**src/rtl/i2s_pkg.sv**
```systemverilog
// i2s_pkg: shared types and constants for the I2S frame sequencer.
//   seq_state_t  sequencer state (IDLE / RUN)
//   SLOT_BITS    sclk periods per channel slot
//   FRAME_BITS   sclk periods per stereo frame
//   BIT_DELAY    data offset from the lrclk edge in sclk periods
// Build option: I2S_BIT_DELAY_EN defined selects Philips I2S timing, where the MSB
// follows the lrclk edge by one sclk. Undefined selects left-justified timing, where
// the MSB coincides with the lrclk edge.
package i2s_pkg;

    typedef enum logic {
        IDLE = 1'b0,
        RUN  = 1'b1
    } seq_state_t;

    localparam int SLOT_BITS  = 32;
    localparam int FRAME_BITS = 64;

`ifdef I2S_BIT_DELAY_EN
    localparam int BIT_DELAY = 1;
`else
    localparam int BIT_DELAY = 0;
`endif

endpackage

```
**src/rtl/i2s_clk_div.sv**
```systemverilog
// i2s_clk_div: derives the I2S bit clock from clk, together with single-cycle
// strobes that mark the sclk rising and falling edges.
//   clk    in   system clock
//   reset  in   asynchronous active-high reset
//   run    in   1 = count; 0 = clear the divider and hold sclk low
//   sclk   out  bit clock, low for the first half of each period
//   rise   out  strobe in the clk cycle just before sclk goes high
//   fall   out  strobe in the clk cycle just before sclk goes low (counter wraps)
module i2s_clk_div #(
    parameter int SCLK_DIV = 4
) (
    input  logic clk,
    input  logic reset,
    input  logic run,
    output logic sclk,
    output logic rise,
    output logic fall
);
    localparam int CW = (SCLK_DIV > 2) ? $clog2(SCLK_DIV) : 1;
    localparam logic [CW-1:0] HALF    = CW'(SCLK_DIV / 2);
    localparam logic [CW-1:0] HALF_M1 = CW'(SCLK_DIV / 2 - 1);
    localparam logic [CW-1:0] LAST    = CW'(SCLK_DIV - 1);

    logic [CW-1:0] div_cnt;

    always_ff @(posedge clk or posedge reset) begin
        if (reset) begin
            div_cnt <= '0;
        end else if (!run) begin
            div_cnt <= '0;
        end else if (div_cnt == LAST) begin
            div_cnt <= '0;
        end else begin
            div_cnt <= div_cnt + CW'(1);
        end
    end

    // The counter rests at 0 while stopped, so sclk is low without extra gating.
    assign sclk = (div_cnt >= HALF);
    assign rise = run && (div_cnt == HALF_M1);
    assign fall = run && (div_cnt == LAST);

endmodule

```
**src/rtl/i2s_frame_sequencer.sv**
```systemverilog
// i2s_frame_sequencer: master-mode I2S controller. It generates sclk and lrclk,
// serialises stereo playback words onto sdout and deserialises sdin into stereo words.
//   clk, reset          system clock, asynchronous active-high reset
//   enable              run request; the current frame always completes
//   tx_l, tx_r          playback sample pair, accepted on tx_valid && tx_ready
//   tx_ready            single-entry holding buffer is empty
//   rx_l, rx_r          last captured sample pair, qualified by the rx_valid strobe
//   underrun            strobe: a frame started with the holding buffer empty
//   sclk, lrclk, sdout  codec pins (lrclk 0 = left slot)
//   sdin                codec serial data, already synchronised to clk
// Build option: I2S_BIT_DELAY_EN (see i2s_pkg) selects Philips or left-justified timing.
module i2s_frame_sequencer
    import i2s_pkg::*;
#(
    parameter int SCLK_DIV = 4,
    parameter int DATA_W   = 24
) (
    input  logic              clk,
    input  logic              reset,
    input  logic              enable,
    input  logic [DATA_W-1:0] tx_l,
    input  logic [DATA_W-1:0] tx_r,
    input  logic              tx_valid,
    output logic              tx_ready,
    output logic [DATA_W-1:0] rx_l,
    output logic [DATA_W-1:0] rx_r,
    output logic              rx_valid,
    output logic              underrun,
    output logic              sclk,
    output logic              lrclk,
    output logic              sdout,
    input  logic              sdin
);
    localparam logic [5:0] LAST_BIT = 6'(FRAME_BITS - 1);

    seq_state_t        state, state_nxt;
    logic              frame_start, go_idle;
    logic              sclk_rise, sclk_fall;
    logic [5:0]        bit_cnt;

    logic              buf_full;
    logic [DATA_W-1:0] buf_l, buf_r;
    logic [DATA_W-1:0] tx_l_sr, tx_r_sr;
    logic [DATA_W-1:0] ld_l, ld_r;
    logic              tx_accept;

    logic [DATA_W-1:0] rx_l_sr, rx_r_sr;
    logic [DATA_W-1:0] rx_l_shift, rx_r_shift;
    logic [5:0]        rx_pos;
    logic              rx_in_slot, rx_last;

    // Position inside the slot; bits ahead of the delayed MSB wrap to a large value
    // so a single upper-bound compare rejects them.
    function automatic logic [5:0] slot_pos(input logic [5:0] cnt);
        return {1'b0, cnt[4:0]} - 6'(BIT_DELAY);
    endfunction

    function automatic logic slot_bit(input logic [DATA_W-1:0] l,
                                      input logic [DATA_W-1:0] r,
                                      input logic [5:0]        cnt);
        logic [5:0]        p;
        logic [DATA_W-1:0] w;
        p = slot_pos(cnt);
        w = (cnt[5] ? r : l) << p;
        return (p < 6'(DATA_W)) ? w[DATA_W-1] : 1'b0;
    endfunction

    i2s_clk_div #(.SCLK_DIV(SCLK_DIV)) u_clk_div (
        .clk   (clk),
        .reset (reset),
        .run   (state == RUN),
        .sclk  (sclk),
        .rise  (sclk_rise),
        .fall  (sclk_fall)
    );

    always_ff @(posedge clk or posedge reset) begin
        if (reset) begin
            state <= IDLE;
        end else begin
            state <= state_nxt;
        end
    end

    always_comb begin
        state_nxt   = state;
        frame_start = 1'b0;
        go_idle     = 1'b0;
        case (state)
            IDLE: begin
                if (enable) begin
                    state_nxt   = RUN;
                    frame_start = 1'b1;
                end
            end
            RUN: begin
                if (sclk_fall && bit_cnt == LAST_BIT) begin
                    if (enable) begin
                        frame_start = 1'b1;
                    end else begin
                        state_nxt = IDLE;
                        go_idle   = 1'b1;
                    end
                end
            end
            default: state_nxt = IDLE;
        endcase
    end

    assign tx_ready  = !buf_full;
    assign tx_accept = tx_valid && !buf_full;
    assign ld_l      = buf_full ? buf_l : '0;
    assign ld_r      = buf_full ? buf_r : '0;
    assign lrclk     = bit_cnt[5];

    assign rx_pos     = slot_pos(bit_cnt);
    assign rx_in_slot = (rx_pos < 6'(DATA_W));
    assign rx_last    = bit_cnt[5] && (rx_pos == 6'(DATA_W - 1));
    assign rx_l_shift = (rx_l_sr << 1) | DATA_W'(sdin);
    assign rx_r_shift = (rx_r_sr << 1) | DATA_W'(sdin);

    always_ff @(posedge clk or posedge reset) begin
        if (reset) begin
            bit_cnt  <= '0;
            buf_full <= 1'b0;
            buf_l    <= '0;
            buf_r    <= '0;
            tx_l_sr  <= '0;
            tx_r_sr  <= '0;
            sdout    <= 1'b0;
            underrun <= 1'b0;
            rx_l_sr  <= '0;
            rx_r_sr  <= '0;
            rx_l     <= '0;
            rx_r     <= '0;
            rx_valid <= 1'b0;
        end else begin
            underrun <= 1'b0;
            rx_valid <= 1'b0;

            // Leaving RUN happens on the bit-63 fall, so the increment wraps to 0.
            if (frame_start) begin
                bit_cnt <= '0;
            end else if (sclk_fall) begin
                bit_cnt <= bit_cnt + 6'd1;
            end

            // A word accepted on the load cycle lands behind the word being loaded.
            if (tx_accept) begin
                buf_full <= 1'b1;
                buf_l    <= tx_l;
                buf_r    <= tx_r;
            end else if (frame_start) begin
                buf_full <= 1'b0;
            end

            // sdout is registered one bit ahead: each fall presents the next bit.
            if (frame_start) begin
                tx_l_sr  <= ld_l;
                tx_r_sr  <= ld_r;
                underrun <= !buf_full;
                sdout    <= slot_bit(ld_l, ld_r, 6'd0);
            end else if (go_idle) begin
                sdout <= 1'b0;
            end else if (sclk_fall) begin
                sdout <= slot_bit(tx_l_sr, tx_r_sr, bit_cnt + 6'd1);
            end

            if (sclk_rise && rx_in_slot) begin
                if (!bit_cnt[5]) begin
                    rx_l_sr <= rx_l_shift;
                end else begin
                    rx_r_sr <= rx_r_shift;
                end
                if (rx_last) begin
                    rx_l     <= rx_l_sr;
                    rx_r     <= rx_r_shift;
                    rx_valid <= 1'b1;
                end
            end
        end
    end

endmodule

```
**config.mk**
```make
export PLATFORM = sky130hd
export DESIGN_NAME = i2s_frame_sequencer
export DESIGN_NICKNAME = d
export VERILOG_FILES = /design/src/rtl/i2s_pkg.sv /design/src/rtl/i2s_clk_div.sv /design/src/rtl/i2s_frame_sequencer.sv
export SDC_FILE = /design/constraint.sdc
export NUM_CORES = 1
export LEC_CHECK = 0
export CORE_MARGIN = 4
export CORE_UTILIZATION = 50
export CTS_CLUSTER_DIAMETER = 100
export DETAILED_ROUTE_END_ITERATION = 8
export GPL_TIMING_DRIVEN = 0
export PLACE_DENSITY = 0.84
export SLEW_MARGIN = 20
export SYNTH_ARGS = -nofsm -noshare
export SYNTH_HDL_FRONTEND = slang
export SYNTH_HIERARCHICAL = 1
export SYNTH_SLANG_ARGS = --single-unit
```
**constraint.sdc**
```tcl
create_clock -name clk -period 5.55 [get_ports clk]
set_input_delay 0.555 -clock clk [delete_from_list [all_inputs] [get_ports clk]]
set_output_delay 0.555 -clock clk [all_outputs]
set_load 0.005 [all_outputs]
```
==> results.txt, run 1 <==
----------------------------------------------------
[Synthesis]
  Yosys top cell area share ... 59.6%
  Post-synth EDFFs ... 0
  Synth Flop Type ... dfrtp_1
  Number of warning messages in the yosys log ... 6
  Per-instance average area after synthesis ... 10.7 um2
  Synth Cell Area ... 8570 um2
  Sequential area share after synthesis ... 59.6%
  Number of cells produced by synthesis ... 800
  Net Count, Synth ... 857
  Post-synthesis cell type count ... 58
  Number of storage elements in the synthesis netlist ... 204
  Cell types occupying the most area after synthesis ... dfrtp_1, mux2_2, nand2_1
  Asr flop ratio synth ... 100%
  Dominant cell type by area after synthesis ... dfrtp_1

[Critical path]
  Largest stage delay on the critical path ... 690 ps
  Category of cells accounting for the largest share of critical-path delay ... compound AO/OA/AOI/OAI gates
  Crit-path max FO ... 9
  Ordered list of cells on the worst path ... ha_1, buf_2, xor2_1, nand2_1, a31oi_1, a22oi_1, o311ai_0, a22o_1, a31o_1
  Count of buffering cells on the critical path with inverters included ... 1
  Critical path class ... reg -> reg
  CP max-delay cell ... xor2_1
  Element type at the critical path end ... flop
  Crit start category ... flop
  Critical path required time ... 5980 ps
  Endpoint arrival time on the critical path ... 3410 ps

[Pwr]
  PwrDens ... 486 nW/um2
  Worst ir drop on vdd ... 0.315 mV
  Leakage power of the design ... 5.19 nW
  Power Total ... 5.24 mW

[Timing]
  Final Hold Fails ... 0
  RSZ-0062 raised after global routing ... false
  Smallest hold slack ... 300 ps
  Setup Viol. Count Final ... 0
  Setup Total Neg Slack ... 0 ps
  Tcrit/Tclk final ... 53.6%
  Maximum clock skew at final layout ... 6.66 ps
  Worst slew pin tran ... 835 ps
  Max_slew headroom ... 44.2%
  Final worst path period need ... 2980 ps
  Least setup slack across all paths after layout ... 2570 ps
  Maximum achievable frequency ... 336 MHz
  Number of max-slew violations in the final report ... 0

[Layout]
  Number of nets in the finished design ... 993
  Footprint of the multi-input gates ... 3200 um2
  Share of cells above drive strength 1 ... 16.5%
  Most common cell after layout, fill and taps aside ... nand2_1
  Total inserted antenna cells ... 0
  Post-route non-filler standard cell count ... 1,170
  Area growth from synthesis to layout ... 25.8%
  Filler Cells Inserted ... 1,287
  Leading cell types in the layout, fill and taps excluded ... nand2_1, dfrtp_1, clkdlybuf4s50_1, mux2_2, nand3_1
  Register cell area after layout ... 5100 um2

[Global routing]
  GR Util All Layers ... 20.1%
  Antenna violations before repair ... 0
  Residual overflow from global routing ... 0
  Via count of the first global-routing pass ... 6,343
  Pin count of the biggest net entering global routing ... 36
  First-pass GRT wire length ... 32.3 mm

[Floorplanning]
  Area of the core ... 16,700 um2
  Die area ... 19,300 um2
  Placement Rows ... 47
  Boundary Pins ... 107
  Vertical die dimension ... 139 um
  Starting utilization of the core area ... 51.3%
  Die outline width ... 139 um

[Clock tree]
  CTS buffer count ... 22
  Number of H-tree branching levels ... 1
  Max Root-Sink Buffers ... 3
  Clock sink count ... 204
  Clock latency on the worst-skew pair ... 490 ps
  Clk root buf ... clkbuf_16
  TritonCTS clock tree ... built
  Post-CTS Setup Repair Bufs ... 0
  Cts-stage hold buffer count ... 0
  Post-CTS clock slew at the launch and capture registers of the worst setup and hold paths ... 60 ps
  CTS resizes ... 0

[Drt]
  Average wire length per cell after detail routing ... 16.6 um
  Number of vias in the routed layout ... 6,238
  Total wirelength of the detailed-routed design ... 19.4 mm
  Via density ... 5.33
  Detailed-routing iteration count for the pre-antenna-repair pass ... 5
  Initial drt markers ... 419
  Remaining antenna violation count ... 0
  Post-detailed-route DRC marker count ... 0

[Run]
  Reported max-cap violation count ... 0

[Run status]
  Run status ... finished clean

[Placed design]
  Count of buffers inserted at the top-level ports ... 106
  Dpl hpwl ... 13.7 mm
  Post-Place Cells ... 1,132
  Dpl ws ... 2660 ps
  Placer congestion estimate ... 0.969

[Hold path]
  Path type of the worst min-delay path ... in -> async

----------------------------------------------------
==> metal layers <==
metal  track usage (%)  wire length (um)  part of all wire, %  vias to the layer above
li1                  -                 -                    -                     2970
met4              5.51               578                  3.0                        0
met2              35.8              9840                   51                      178
met5                 0                 0                    0                        -
met1              26.0              8090                   42                     3054
met3              2.79               877                  4.5                       36
==> worst paths after layout <==
check	startpoint	end	slack, ps	cells after the start
setup / recovery	bit_cnt[0]	sdout	2570	9
hold / removal	reset	u_clk_div/div_cnt[1]	300	2
setup reg to reg	bit_cnt[0]	sdout	2570	9
hold reg to reg	rx_r[1]	rx_r[1]	470	2
max in group asynchronous	reset	rx_r[9]	4360	4
min in group clk	rx_r[1]	rx_r[1]	470	2
==> sequential cells by signal (all words and copies together) (netlist names), 2 cells and up <==
signal / count
rx_r_sr: 23
buf_r: 24
bit_cnt: 6
tx_r_sr: 24
rx_l_sr: 24
buf_l: 24
u_clk_div/div_cnt: 2
rx_l: 24
rx_r: 24
tx_l_sr: 24
==> cell families (layout without fill, tap and decap cells) <==
kind of cell | count (synthesis) | in the layout | synth area share (%)
xor+xnor | 7 | 7 | 0.716
compound gates | 56 | 56 | 4.66
buf+inv | 62 | 212 | 3.11
fa+ha+maj | 4 | 4 | 0.584
flops | 204 | 204 | 59.6
simple gates | 365 | 365 | 18.0
mux | 102 | 102 | 13.3
==> power breakdown <==
| part | internal (mW) | leakage, nW | switching, mW |
|---|---|---|---|
| combinational | 0.743 | 2.14 | 0.862 |
| sequential | 1.87 | 2.68 | 0.257 |
| clock | 0.946 | 0.372 | 0.563 |
| total | 3.56 | 5.19 | 1.68 |
==> stage by stage <==
step	cell area (um2)	utilization [%]
floorplan	8570	-
global placement	9910	59.3
detailed placement	10000	60.0
CTS	10800	64.6
global route	10800	64.6
finish	10800	64.6
==> Yosys cell counts (all sizes together), types with 2 or more instances <==
cell and n:
nor4 3, nand2 261, inv 11, or3 2
xnor2 5, ha 4, a32oi 2, dfrtp 204
o2111ai 4, buf 13, mux2i 6, and2 4
o31a 2, a21oi 6, nor3b 2, a221oi 2
a211oi 4, nand2b 2, a31oi 2, clkbuf 38
xor2 2, mux2 96, nand4 5, o21ai 13
nor2 19, o22ai 4, nor2b 3, nand3 52
o31ai 4, nor3 6, or2 2
==> layout make-up <==
cell class | instances | area share [%]
sequential | 204 | 47.3
multi-input combinational | 534 | 29.6
timing repair buffer | 112 | 11.0
clock buffer | 32 | 6.02
tap | 220 | 2.55
buffer | 51 | 2.09
clock inverter | 6 | 0.975
inverter | 11 | 0.418
No activity file was read; power rests on OpenSTA's default activity.
==> inputs of run 2 (changes only) <==
--- a/config.mk
+++ b/config.mk
@@ -10,7 +10,7 @@
 export CTS_CLUSTER_DIAMETER = 100
 export DETAILED_ROUTE_END_ITERATION = 8
 export GPL_TIMING_DRIVEN = 0
-export PLACE_DENSITY = 0.84
+export PLACE_DENSITY = 0.81
 export SLEW_MARGIN = 20
 export SYNTH_ARGS = -nofsm -noshare
 export SYNTH_HDL_FRONTEND = slang
==> constraint.sdc (replaced) <==
create_clock -name clk -period 2.8 [get_ports clk]
set_input_delay 0.28 -clock clk [delete_from_list [all_inputs] [get_ports clk]]
set_output_delay 0.28 -clock clk [all_outputs]
set_load 0.005 [all_outputs]
==> results.txt, run 2 (synthesis gave the netlist of run 1 again) <==
----------------------------------------------------
[Timing]
  Setup Total Neg Slack ... 0 ps
  RSZ-0062 raised after global routing ... true
  Final Hold Fails ... 0
  Smallest hold slack ... 26.6 ps
  Maximum clock skew at final layout ... 19.1 ps
  Final worst path period need ... 2700 ps
  Worst slew pin tran ... 753 ps
  Number of max-slew violations in the final report ... 0
  Max_slew headroom ... 49.7%
  Maximum achievable frequency ... 370 MHz
  Setup Viol. Count Final ... 0
  Tcrit/Tclk final ... 96.4%

[Global routing]
  Residual overflow from global routing ... 0
  GR Util All Layers ... 19.9%
  Antenna violations before repair ... 0
  First-pass GRT wire length ... 32.2 mm
  Pin count of the biggest net entering global routing ... 34
  Via count of the first global-routing pass ... 6,359

[Layout]
  Number of nets in the finished design ... 992
  Most common cell after layout, fill and taps aside ... nand2_1
  Register cell area after layout ... 5100 um2
  Area growth from synthesis to layout ... 26.0%
  Leading cell types in the layout, fill and taps excluded ... nand2_1, dfrtp_1, clkdlybuf4s50_1, mux2_2, nand3_1
  Footprint of the multi-input gates ... 3210 um2
  Filler Cells Inserted ... 1,302
  Final Cell Area ... 10,800 um2
  Share of cells above drive strength 1 ... 17.2%
  Total inserted antenna cells ... 0

[Critical path]
  Crit start category ... flop
  Endpoint arrival time on the critical path ... 3080 ps
  Critical path class ... reg -> reg
  Critical path required time ... 3180 ps
  Endpoint of the worst-slack reg-to-reg timing path ... sdout
  Element type at the critical path end ... flop
  Worst flop-to-flop path startpoint ... bit_cnt[0]
  Crit-path max FO ... 10
  Startpoint of the worst setup timing path ... bit_cnt[0]
  Setup slack on the worst flop-to-flop path ... 100 ps
  Register-to-Register Path Depth ... 9

[Clock tree]
  Max Root-Sink Buffers ... 3
  TritonCTS clock tree ... built
  Number of H-tree branching levels ... 1
  CTS buffer count ... 22
  Clock latency on the worst-skew pair ... 500 ps
  Clock sink count ... 204
  Post-CTS clock slew at the launch and capture registers of the worst setup and hold paths ... 60 ps
  Post-CTS Setup Repair Bufs ... 0
  Cts-stage hold buffer count ... 0
  Clk root buf ... clkbuf_16

[Drt]
  Detailed-routing iteration count for the pre-antenna-repair pass ... 5
  Via density ... 5.35
  Number of vias in the routed layout ... 6,254
  Average wire length per cell after detail routing ... 16.4 um
  Initial drt markers ... 292
  Total wirelength of the detailed-routed design ... 19.2 mm
  Remaining antenna violation count ... 0
  Post-detailed-route DRC marker count ... 0

[Placed design]
  Dpl hpwl ... 13.6 mm
  Placer congestion estimate ... 0.970
  Count of buffers inserted at the top-level ports ... 106
  Instance area at placement ... 10,000 um2

[Floorplanning]
  Area of the core ... 16,700 um2
  Die outline width ... 139 um
  Placement Rows ... 47
  Starting utilization of the core area ... 51.3%
  Die area ... 19,300 um2
  Vertical die dimension ... 139 um
  Boundary Pins ... 107

[Pwr]
  PwrDens ... 960 nW/um2
  Leakage power of the design ... 5.20 nW
  Power Total ... 10.4 mW
  Worst ir drop on vdd ... 0.588 mV

[Hold path]
  Path type of the worst min-delay path ... in -> async

[Run status]
  Run status ... finished clean

[Run]
  Reported max-cap violation count ... 0

----------------------------------------------------
## run 2: cell types whose count changed in the layout (fill, tap and decap cells not counted), sizes merged
cell      change
clkinvlp      +1
clkinv        +1
bufinv        -1
buf           -1
inv           +1
clkbuf        -1
## run 2: per-layer routing
layer | vias to the layer above | share of wire [%] | global-route usage [%]
met5 | - | 0 | 0
met4 | 0 | 4.0 | 7.67
met3 | 54 | 5.5 | 3.17
met2 | 203 | 48 | 33.4
met1 | 3037 | 42 | 26.2
li1 | 2960 | - | -
## run 2: where the power goes
| group | leakage [nW] | switching [mW] | internal [mW] |
|---|---|---|---|
| logic | 2.16 | 1.73 | 1.49 |
| registers | 2.68 | 0.516 | 3.71 |
| clock network | 0.366 | 1.13 | 1.79 |
## run 2: cell type report
type / instances / share of cell area (%)
Tap cell: 220 / 2.55
Timing Repair Buffer: 112 / 11.0
Clock buffer: 31 / 5.98
Buffer: 50 / 2.10
Clock inverter: 8 / 0.893
Multi-Input combinational cell: 534 / 29.8
Sequential cell: 204 / 47.3
Inverter: 11 / 0.417
## run 2: critical path, cell delays in order, from the launching register on
cell and delay, ps:
dfrtp_1 510, ha_1 190, buf_2 230, xor2_2 470, buf_4 290, o21ai_0 100
a22oi_1 140, o311ai_0 150, a22o_1 290, a31o_1 210
## run 2: worst max-delay path by stage
stage,slack (ps),cells after the start,to
floorplan,-100,1,bit_cnt[0]
global placement,-1600,2,rx_r[8]
detailed placement,-60,9,sdout
CTS,50,9,tx_r_sr[15]
global route,-40,9,sdout
finish,100,9,sdout
## run 2: what timing repair did
item	4_1_cts	5_1_grt
setup endpoints to repair	1	47
resized for setup	1	6
cloned	0	0
## run 2: stage by stage
step | utilization, % | std cells | setup slack, ps
after floorplan | - | 800 | -96.3
after global placement | 59.3 | 1126 | -1600
after detailed placement | 60.1 | 1132 | -61.6
after CTS | 64.6 | 1171 | 50.6
after global routing | 64.6 | 1170 | -40.0
final | 64.6 | 1170 | 100
==> inputs of run 3 (changes only) <==
--- a/config.mk
+++ b/config.mk
@@ -10,6 +10,7 @@
 export CTS_CLUSTER_DIAMETER = 100
 export DETAILED_ROUTE_END_ITERATION = 8
 export GPL_TIMING_DRIVEN = 0
+export HOLD_SLACK_MARGIN = 0.03
 export PLACE_DENSITY = 0.81
 export SLEW_MARGIN = 20
 export SYNTH_ARGS = -nofsm -noshare
==> constraint.sdc (replaced) <==
create_clock -name clk -period 2.8 [get_ports clk]
set_input_delay 0.28 -clock clk [delete_from_list [all_inputs] [get_ports clk]]
set_output_delay 0.28 -clock clk [all_outputs]
set_load 0.1 [all_outputs]
==> results.txt, run 3 (synthesis gave the netlist of run 1 again) <==
----------------------------------------------------
[Run status]
  Run status ... finished clean

[Layout]
  Footprint of the multi-input gates ... 3210 um2
  Filler Cells Inserted ... 1,301
  Area growth from synthesis to layout ... 26.1%
  Leading cell types in the layout, fill and taps excluded ... nand2_1, dfrtp_1, clkdlybuf4s50_1, mux2_2, nand3_1
  Number of nets in the finished design ... 993
  Register cell area after layout ... 5100 um2
  Total inserted antenna cells ... 0
  Post-route non-filler standard cell count ... 1,171
  Share of cells above drive strength 1 ... 17.1%
  Final standard cell utilization of the core ... 64.7%
  Most common cell after layout, fill and taps aside ... nand2_1
  Final Cell Area ... 10,800 um2

[Drt]
  Total wirelength of the detailed-routed design ... 19.1 mm
  Remaining antenna violation count ... 0
  Post-detailed-route DRC marker count ... 0
  Average wire length per cell after detail routing ... 16.4 um
  Detailed-routing iteration count for the pre-antenna-repair pass ... 5
  Initial drt markers ... 300
  Number of vias in the routed layout ... 6,217
  Via density ... 5.31

[Placed design]
  Instance area at placement ... 10,000 um2
  Placer congestion estimate ... 0.970
  Count of buffers inserted at the top-level ports ... 106
  Dpl hpwl ... 13.6 mm
  Post-Place Cells ... 1,132

[Critical path]
  Critical path class ... reg -> out
  Crit start category ... flop
  Register-to-Register Path Depth ... 9
  Endpoint of the worst-slack reg-to-reg timing path ... sdout
  Setup slack on the worst flop-to-flop path ... 110 ps
  Worst flop-to-flop path startpoint ... bit_cnt[0]
  Critical path required time ... 2520 ps
  Element type at the critical path end ... output port
  Crit-path max FO ... 10
  Endpoint arrival time on the critical path ... 2420 ps

[Floorplanning]
  Placement Rows ... 47
  Area of the core ... 16,700 um2
  Vertical die dimension ... 139 um
  Die area ... 19,300 um2
  Starting utilization of the core area ... 51.3%
  Die outline width ... 139 um
  Boundary Pins ... 107

[Clock tree]
  TritonCTS clock tree ... built
  Clk root buf ... clkbuf_16
  Max Root-Sink Buffers ... 3
  CTS buffer count ... 22
  Clock latency on the worst-skew pair ... 500 ps
  Clock sink count ... 204
  Number of H-tree branching levels ... 1
  Post-CTS clock slew at the launch and capture registers of the worst setup and hold paths ... 60 ps

[Timing]
  Smallest hold slack ... 386 ps
  Maximum achievable frequency ... 370 MHz
  Max_slew headroom ... 30.8%
  Setup Viol. Count Final ... 0
  Final Hold Fails ... 0
  Worst slew pin tran ... 1040 ps
  Number of max-slew violations in the final report ... 0
  RSZ-0062 raised after global routing ... true
  Tcrit/Tclk final ... 96.6%
  Final worst path period need ... 2700 ps
  Maximum clock skew at final layout ... 19.0 ps

[Run]
  Reported max-cap violation count ... 0

[Global routing]
  Via count of the first global-routing pass ... 6,358
  Pin count of the biggest net entering global routing ... 34
  Residual overflow from global routing ... 0
  First-pass GRT wire length ... 32.2 mm
  Antenna violations before repair ... 0
  GR Util All Layers ... 19.9%

[Pwr]
  PwrDens ... 1000 nW/um2
  Leakage power of the design ... 5.21 nW
  Worst ir drop on vdd ... 0.585 mV
  Power Total ... 10.8 mW

[Hold path]
  Worst Hold Endpoint ... buf_r[2]
  Path type of the worst min-delay path ... in -> reg
  Cell depth of the worst hold path ... 2
  Source of the worst hold timing path ... tx_r[2]

----------------------------------------------------
run 3: worst max-delay path: stages (launching register included):
cell and delay, ps:
dfrtp_1 360, clkbuf_1 250, clkbuf_1 360, inv_1 110
dlygate4sd2_1 860
run 3: area by class of cell:
class | count | share of cell area, %
Multi-Input combinational cell | 534 | 29.7
Clock buffer | 31 | 5.98
Timing Repair Buffer | 113 | 11.1
Clock inverter | 8 | 0.892
Tap cell | 220 | 2.55
Sequential cell | 204 | 47.3
Buffer | 50 | 2.10
Inverter | 11 | 0.417
run 3: how the worst max path moves through the flow:
stage	start	slack, ps	endpoint	cells after the start
finish	buf_full	100	tx_ready	4
floorplan	reset	-100	bit_cnt[0]	1
CTS	bit_cnt[0]	50	tx_r_sr[15]	9
detailed placement	bit_cnt[0]	-60	sdout	9
global route	bit_cnt[0]	-40	sdout	9
global placement	reset	-1600	rx_r[8]	2
run 3: report_power, final:
| part | leakage (nW) | internal, mW | switching [mW] |
|---|---|---|---|
| registers | 2.68 | 3.71 | 0.516 |
| logic | 2.17 | 1.49 | 2.18 |
| clock network | 0.366 | 1.79 | 1.13 |
run 3: stage by stage:
step | setup TNS (ps) | setup slack, ps
after floorplan | -19450 | -96.3
after global routing | -40.0 | -40.0
after global placement | -322730 | -1600
after detailed placement | -61.6 | -61.6
after CTS | 0 | 50.6
final | 0 | 95.2
run 3: timing repair:
action | in CTS | in global routing
gates resized for setup | 2 | 6
hold buffers | 1 | 0
pin swaps | 0 | 0
hold endpoints to repair | 2 | 0
gates cloned | 0 | 0
endpoints found under the setup margin | 2 | 47
buffers inserted | 0 | 0
run 3: routing by layer:
layer  global-route usage (%)  vias to the layer above  share of wire [%]
met4                     7.67                        0                4.0
met1                     26.3                     3016                 43
met3                     3.17                       54                5.1
met2                     33.4                      186                 48
li1                         -                     2961                  -
met5                        0                        -                  0
==> edit 1 (settings of run 2) <==
`SCLK_DIV` is set to 4 in 2 places; all go to 8.
--- a/src/rtl/i2s_clk_div.sv
+++ b/src/rtl/i2s_clk_div.sv
@@ -8,5 +8,5 @@
 //   fall   out  strobe in the clk cycle just before sclk goes low (counter wraps)
 module i2s_clk_div #(
-    parameter int SCLK_DIV = 4
+    parameter int SCLK_DIV = 8
 ) (
     input  logic clk,
--- a/src/rtl/i2s_frame_sequencer.sv
+++ b/src/rtl/i2s_frame_sequencer.sv
@@ -13,5 +13,5 @@
     import i2s_pkg::*;
 #(
-    parameter int SCLK_DIV = 4,
+    parameter int SCLK_DIV = 8,
     parameter int DATA_W   = 24
 ) (
Check against the original RTL: not equivalent (a bounded check fails within 4 cycles, from zero or initial values and one cycle with reset high).
==> edit 1 against run 2 <==
- worst hold slack better by 0.069 ns
- non-clock buffer count up 2
- clock skew down 0.010 ns
- worst setup slack better by 0.093 ns
- die area up 0.54%
- sequential power down 7.8%
- synthesized area up 0.57%
- sequential cell count up 1
- routed wire length up 0.77%
- power down 15%
- count of clock-buffer cells in the layout unchanged
- synthesized cell count up 0.50%
- final area about the same
- largest cell class unchanged
- largest power group unchanged
==> edit 1: results (changes against run 2) <==
- Fillcell total: 1350 (+3.7%)
- Synth area leaders: dfrtp_1 60%, mux2_2 13%, nand2_1 11%
- TritonCTS Buffers: 21 (-4.5%)
- Clock power share: 30.2% (+2.0 points)
- Leakage power total: 0.00522 µW (+0.36%)
- Yosys cell types: 59 (+1.7%)
- Final wirelength: 19.3 mm (+0.77%)
- Worst path arrival time: 2.99 ns (-0.09 ns)
- Maximum vdd drop: 0.567 mV (-3.6%)
- DR iter-0 viols: 489 (+67%)
- Global-route wire length before repair: 32.2 mm (about the same)
- RD Place Congestion: 0.984 (+1.5%)
- Outcome: finished, final reports clean
- Place WS: -0.0645 ns (-0.00291 ns)
- Vias in the first global route: 6390 (+0.49%)
- R2R setup slack: 0.19 ns (+0.09 ns)
- Layout cells sized above 1: 17.1% (-0.054 points)
- Top cells by count, synth: 261 x nand2_1, 205 x dfrtp_1, 96 x mux2_2, 52 x nand3_1, 38 x clkbuf_1
- Pin count of the biggest net entering global routing: 36 (+5.9%)
- Clk_skew: 0.00874 ns (-0.0104 ns)
- Vias: 6253 (-0.016%)
- Non-Filler Instances: 1173 (+0.26%)
- Seq power: 3890 µW (-7.8%)
- Placed instance area: 0.0101 mm² (+0.84%)
- Sequential element share of the synthesized area: 59.5% (about the same)
[edit 1: routing by layer]
layer	vias up	track usage [%]	wire (µm)
li1	2982	-	-
met1	3028	26.2	8230
met2	205	34.7	9590
met3	38	2.92	955
met4	0	5.77	537
met5	-	0	0
[edit 1: logic make-up after synthesis]
group,Yosys count,synth area share (%)
buffers and inverters,64,3.18
flip-flops,205,59.5
multiplexers,102,13.2
AO/OA/AOI/OAI,56,4.63
AND/OR/NAND/NOR,365,18.0
XOR/XNOR,7,0.711
adder cells (fa/ha/maj),5,0.726
[edit 1: final cells by class]
| type | instances | area, µm² | share of cell area (%) |
|---|---|---|---|
| multi-input combinational | 535 | 3240 | 30.0 |
| tap | 220 | 275 | 2.55 |
| buffer | 51 | 231 | 2.14 |
| clock inverter | 6 | 58.8 | 0.544 |
| timing repair buffer | 113 | 1220 | 11.3 |
| inverter | 12 | 48.8 | 0.452 |
| sequential | 205 | 5130 | 47.5 |
| clock buffer | 31 | 593 | 5.49 |
[edit 1: what timing repair did]
item / in CTS / in global routing
endpoints found under the hold margin: 0 / 0
gates resized for setup: 1 / 12
setup endpoints to repair: 1 / 70
[edit 1: how the worst min path moves through the flow]
stage / endpoint / slack (ns) / cells after the start
after floorplan: u_clk_div/div_cnt[0] / 0.03 / 1
after global placement: rx_l[23] / 0.45 / 2
after global routing: u_clk_div/div_cnt[2] / 0.11 / 2
final: u_clk_div/div_cnt[1] / 0.1 / 2
after detailed placement: rx_l[23] / 0.45 / 2
after CTS: u_clk_div/div_cnt[2] / 0.07 / 2
[edit 1: worst max-delay path, cell delays in order (launching register included)]
cell and delay, ns:
dfrtp_1 0.51, ha_1 0.19, buf_2 0.26, xor2_4 0.32
buf_4 0.26, o21ai_0 0.11, a22oi_1 0.16, o311ai_0 0.16
a22o_1 0.30, a31o_1 0.22
==> edit 2 (flow settings as in run 2) <==
Made on the original files. Put one more register stage on the output `underrun`, cleared by the reset. The value now appears one clock later. The other outputs are not delayed to match.
--- a/src/rtl/i2s_frame_sequencer.sv
+++ b/src/rtl/i2s_frame_sequencer.sv
@@ -33,4 +33,6 @@
 );
     localparam logic [5:0] LAST_BIT = 6'(FRAME_BITS - 1);
+
+    logic underrun_s0;
 
     seq_state_t        state, state_nxt;
@@ -129,5 +131,5 @@
             tx_r_sr  <= '0;
             sdout    <= 1'b0;
-            underrun <= 1'b0;
+            underrun_s0 <= 1'b0;
             rx_l_sr  <= '0;
             rx_r_sr  <= '0;
@@ -136,5 +138,5 @@
             rx_valid <= 1'b0;
         end else begin
-            underrun <= 1'b0;
+            underrun_s0 <= 1'b0;
             rx_valid <= 1'b0;
 
@@ -159,5 +161,5 @@
                 tx_l_sr  <= ld_l;
                 tx_r_sr  <= ld_r;
-                underrun <= !buf_full;
+                underrun_s0 <= !buf_full;
                 sdout    <= slot_bit(ld_l, ld_r, 6'd0);
             end else if (go_idle) begin
@@ -182,4 +184,12 @@
     end
 
+    always_ff @(posedge clk or posedge reset) begin
+        if (reset) begin
+            underrun <= '0;
+        end else begin
+            underrun <= underrun_s0;
+        end
+    end
+
 endmodule
 
Behaviour: not the same (a bounded check fails within 4 cycles, from zero or initial values and one cycle with reset high).
==> edit 2 against run 2 <==
- worst setup slack gained 0.098 ns
- synthesized area is 0.29% higher
- final area shrank 0.45%
- clock power is 11% lower
- sequential share of layout area grew 0.45 points
- utilization down 0.29 points
- count of clock-buffer cells in the layout grew 1
- routed wire length is 2.1% lower
- die area rose by 0.27%
- sequential cell count increased by 1
- power shrank 3.2%
- critical path type unchanged
- largest power group unchanged
==> edit 2: results (changes against run 2) <==
- Outcome: finished, final reports clean
- Total Routing Usage GR: 19.3% (-0.64 points)
- Synthesized instance count: 801 (+0.13%)
- Placed instance area: 0.0101 mm² (+0.45%)
- RD Place Congestion: 0.938 (-3.3%)
- Fraction of area in multi-input gates: 30.0% (+0.24 points)
- Fillcell total: 1332 (+2.3%)
- Gate power share: 32.1% (+1.0 points)
- Routed wl met2: 9.18 mm (-0.21%)
- Synth area leaders: dfrtp_1 60%, mux2_2 13%, nand2_1 11%
- Pwr Density: 934 mW/mm² (-2.7%)
- Vias: 6194 (-0.96%)
- Nets: 993 (+0.10%)
- Metal3 WL: 825 µm (-22%)
- Clkbuf count: 32 (+3.2%)
- Top cells by count, synth: 261 x nand2_1, 205 x dfrtp_1, 96 x mux2_2, 52 x nand3_1, 37 x clkbuf_1
- Post-DP HPWL: 13.8 mm (+1.5%)
- Placed insts: 1134 (+0.18%)
- Final wirelength: 18.8 mm (-2.1%)
- Pint: 6760 µW (-3.3%)
- Met1 Resource Use GR: 25.3% (-0.91 points)
- Global-route wire length before repair: 31.1 mm (-3.3%)
- Clock latency at the later pin of the worst-skew pair: 0.48 ns (-0.02 ns)
- Pre-antenna DRT Iters: 4 (-1)
- Non-clock buffer share: 13.4% (+0.26 points)
- Sequential share of cell area: 47.7% (+0.45 points)
- Worst path arrival time: 2.96 ns (-0.12 ns)
- DR iter-0 viols: 382 (+31%)
- Layout cells sized above 1: 16.5% (-0.61 points)
==> edit 2: changes by cell type in the layout (fill, tap and decap cells not counted), sizes merged <==
| cell | run 2 | this run |
|---|---|---|
| dfrtp | 204 | 205 |
| inv | 11 | 10 |
| clkbuf | 69 | 70 |
| clkinv | 4 | 3 |
| clkinvlp | 2 | 1 |
| bufinv | 2 | 1 |
| buf | 18 | 19 |
==> edit 2: critical path: stages, from the launching register on <==
cell and delay, ns:
dfrtp_1 0.51, ha_1 0.19, buf_2 0.25, xor2_4 0.31, buf_4 0.26, o21ai_0 0.11
a22oi_1 0.17, o311ai_0 0.16, a22o_1 0.28, a31o_1 0.22
==> edit 2: path summary, 6_finish.rpt <==
path                                   from                   end  slack (ns)
worst max-delay path             bit_cnt[0]                 sdout        0.20
worst min-delay path                  reset  u_clk_div/div_cnt[0]        0.04
worst max register to register   bit_cnt[0]                 sdout        0.20
worst min register to register  underrun_s0              underrun        0.35
max in group asynchronous             reset             buf_l[23]        1.74
min in group clk                underrun_s0              underrun        0.35
==> edit 2: repair_timing <==
item                       4_1_cts  5_1_grt
setup endpoints to repair        1       25
gates resized for setup          1        9
buffers inserted                 0        0
==> edit 2: cell families (layout without fill, tap and decap cells) <==
kind of cell / after synthesis / in the layout
AND/OR/NAND/NOR: 365 / 365
flip-flops: 205 / 205
multiplexers: 102 / 102
buffers and inverters: 62 / 210
AO/OA/AOI/OAI: 56 / 56
XOR/XNOR: 7 / 7
adder cells (fa/ha/maj): 4 / 4
==> edit 2: through the flow <==
step	utilization [%]	setup TNS [ns]	setup slack, ns
CTS	64.2	0	0.0320
detailed placement	60.4	-0.0898	-0.0898
floorplan	-	-22.39	-0.110
finish	64.3	0	0.198
global placement	59.5	-320.20	-1.59
global route	64.3	0	0.0745
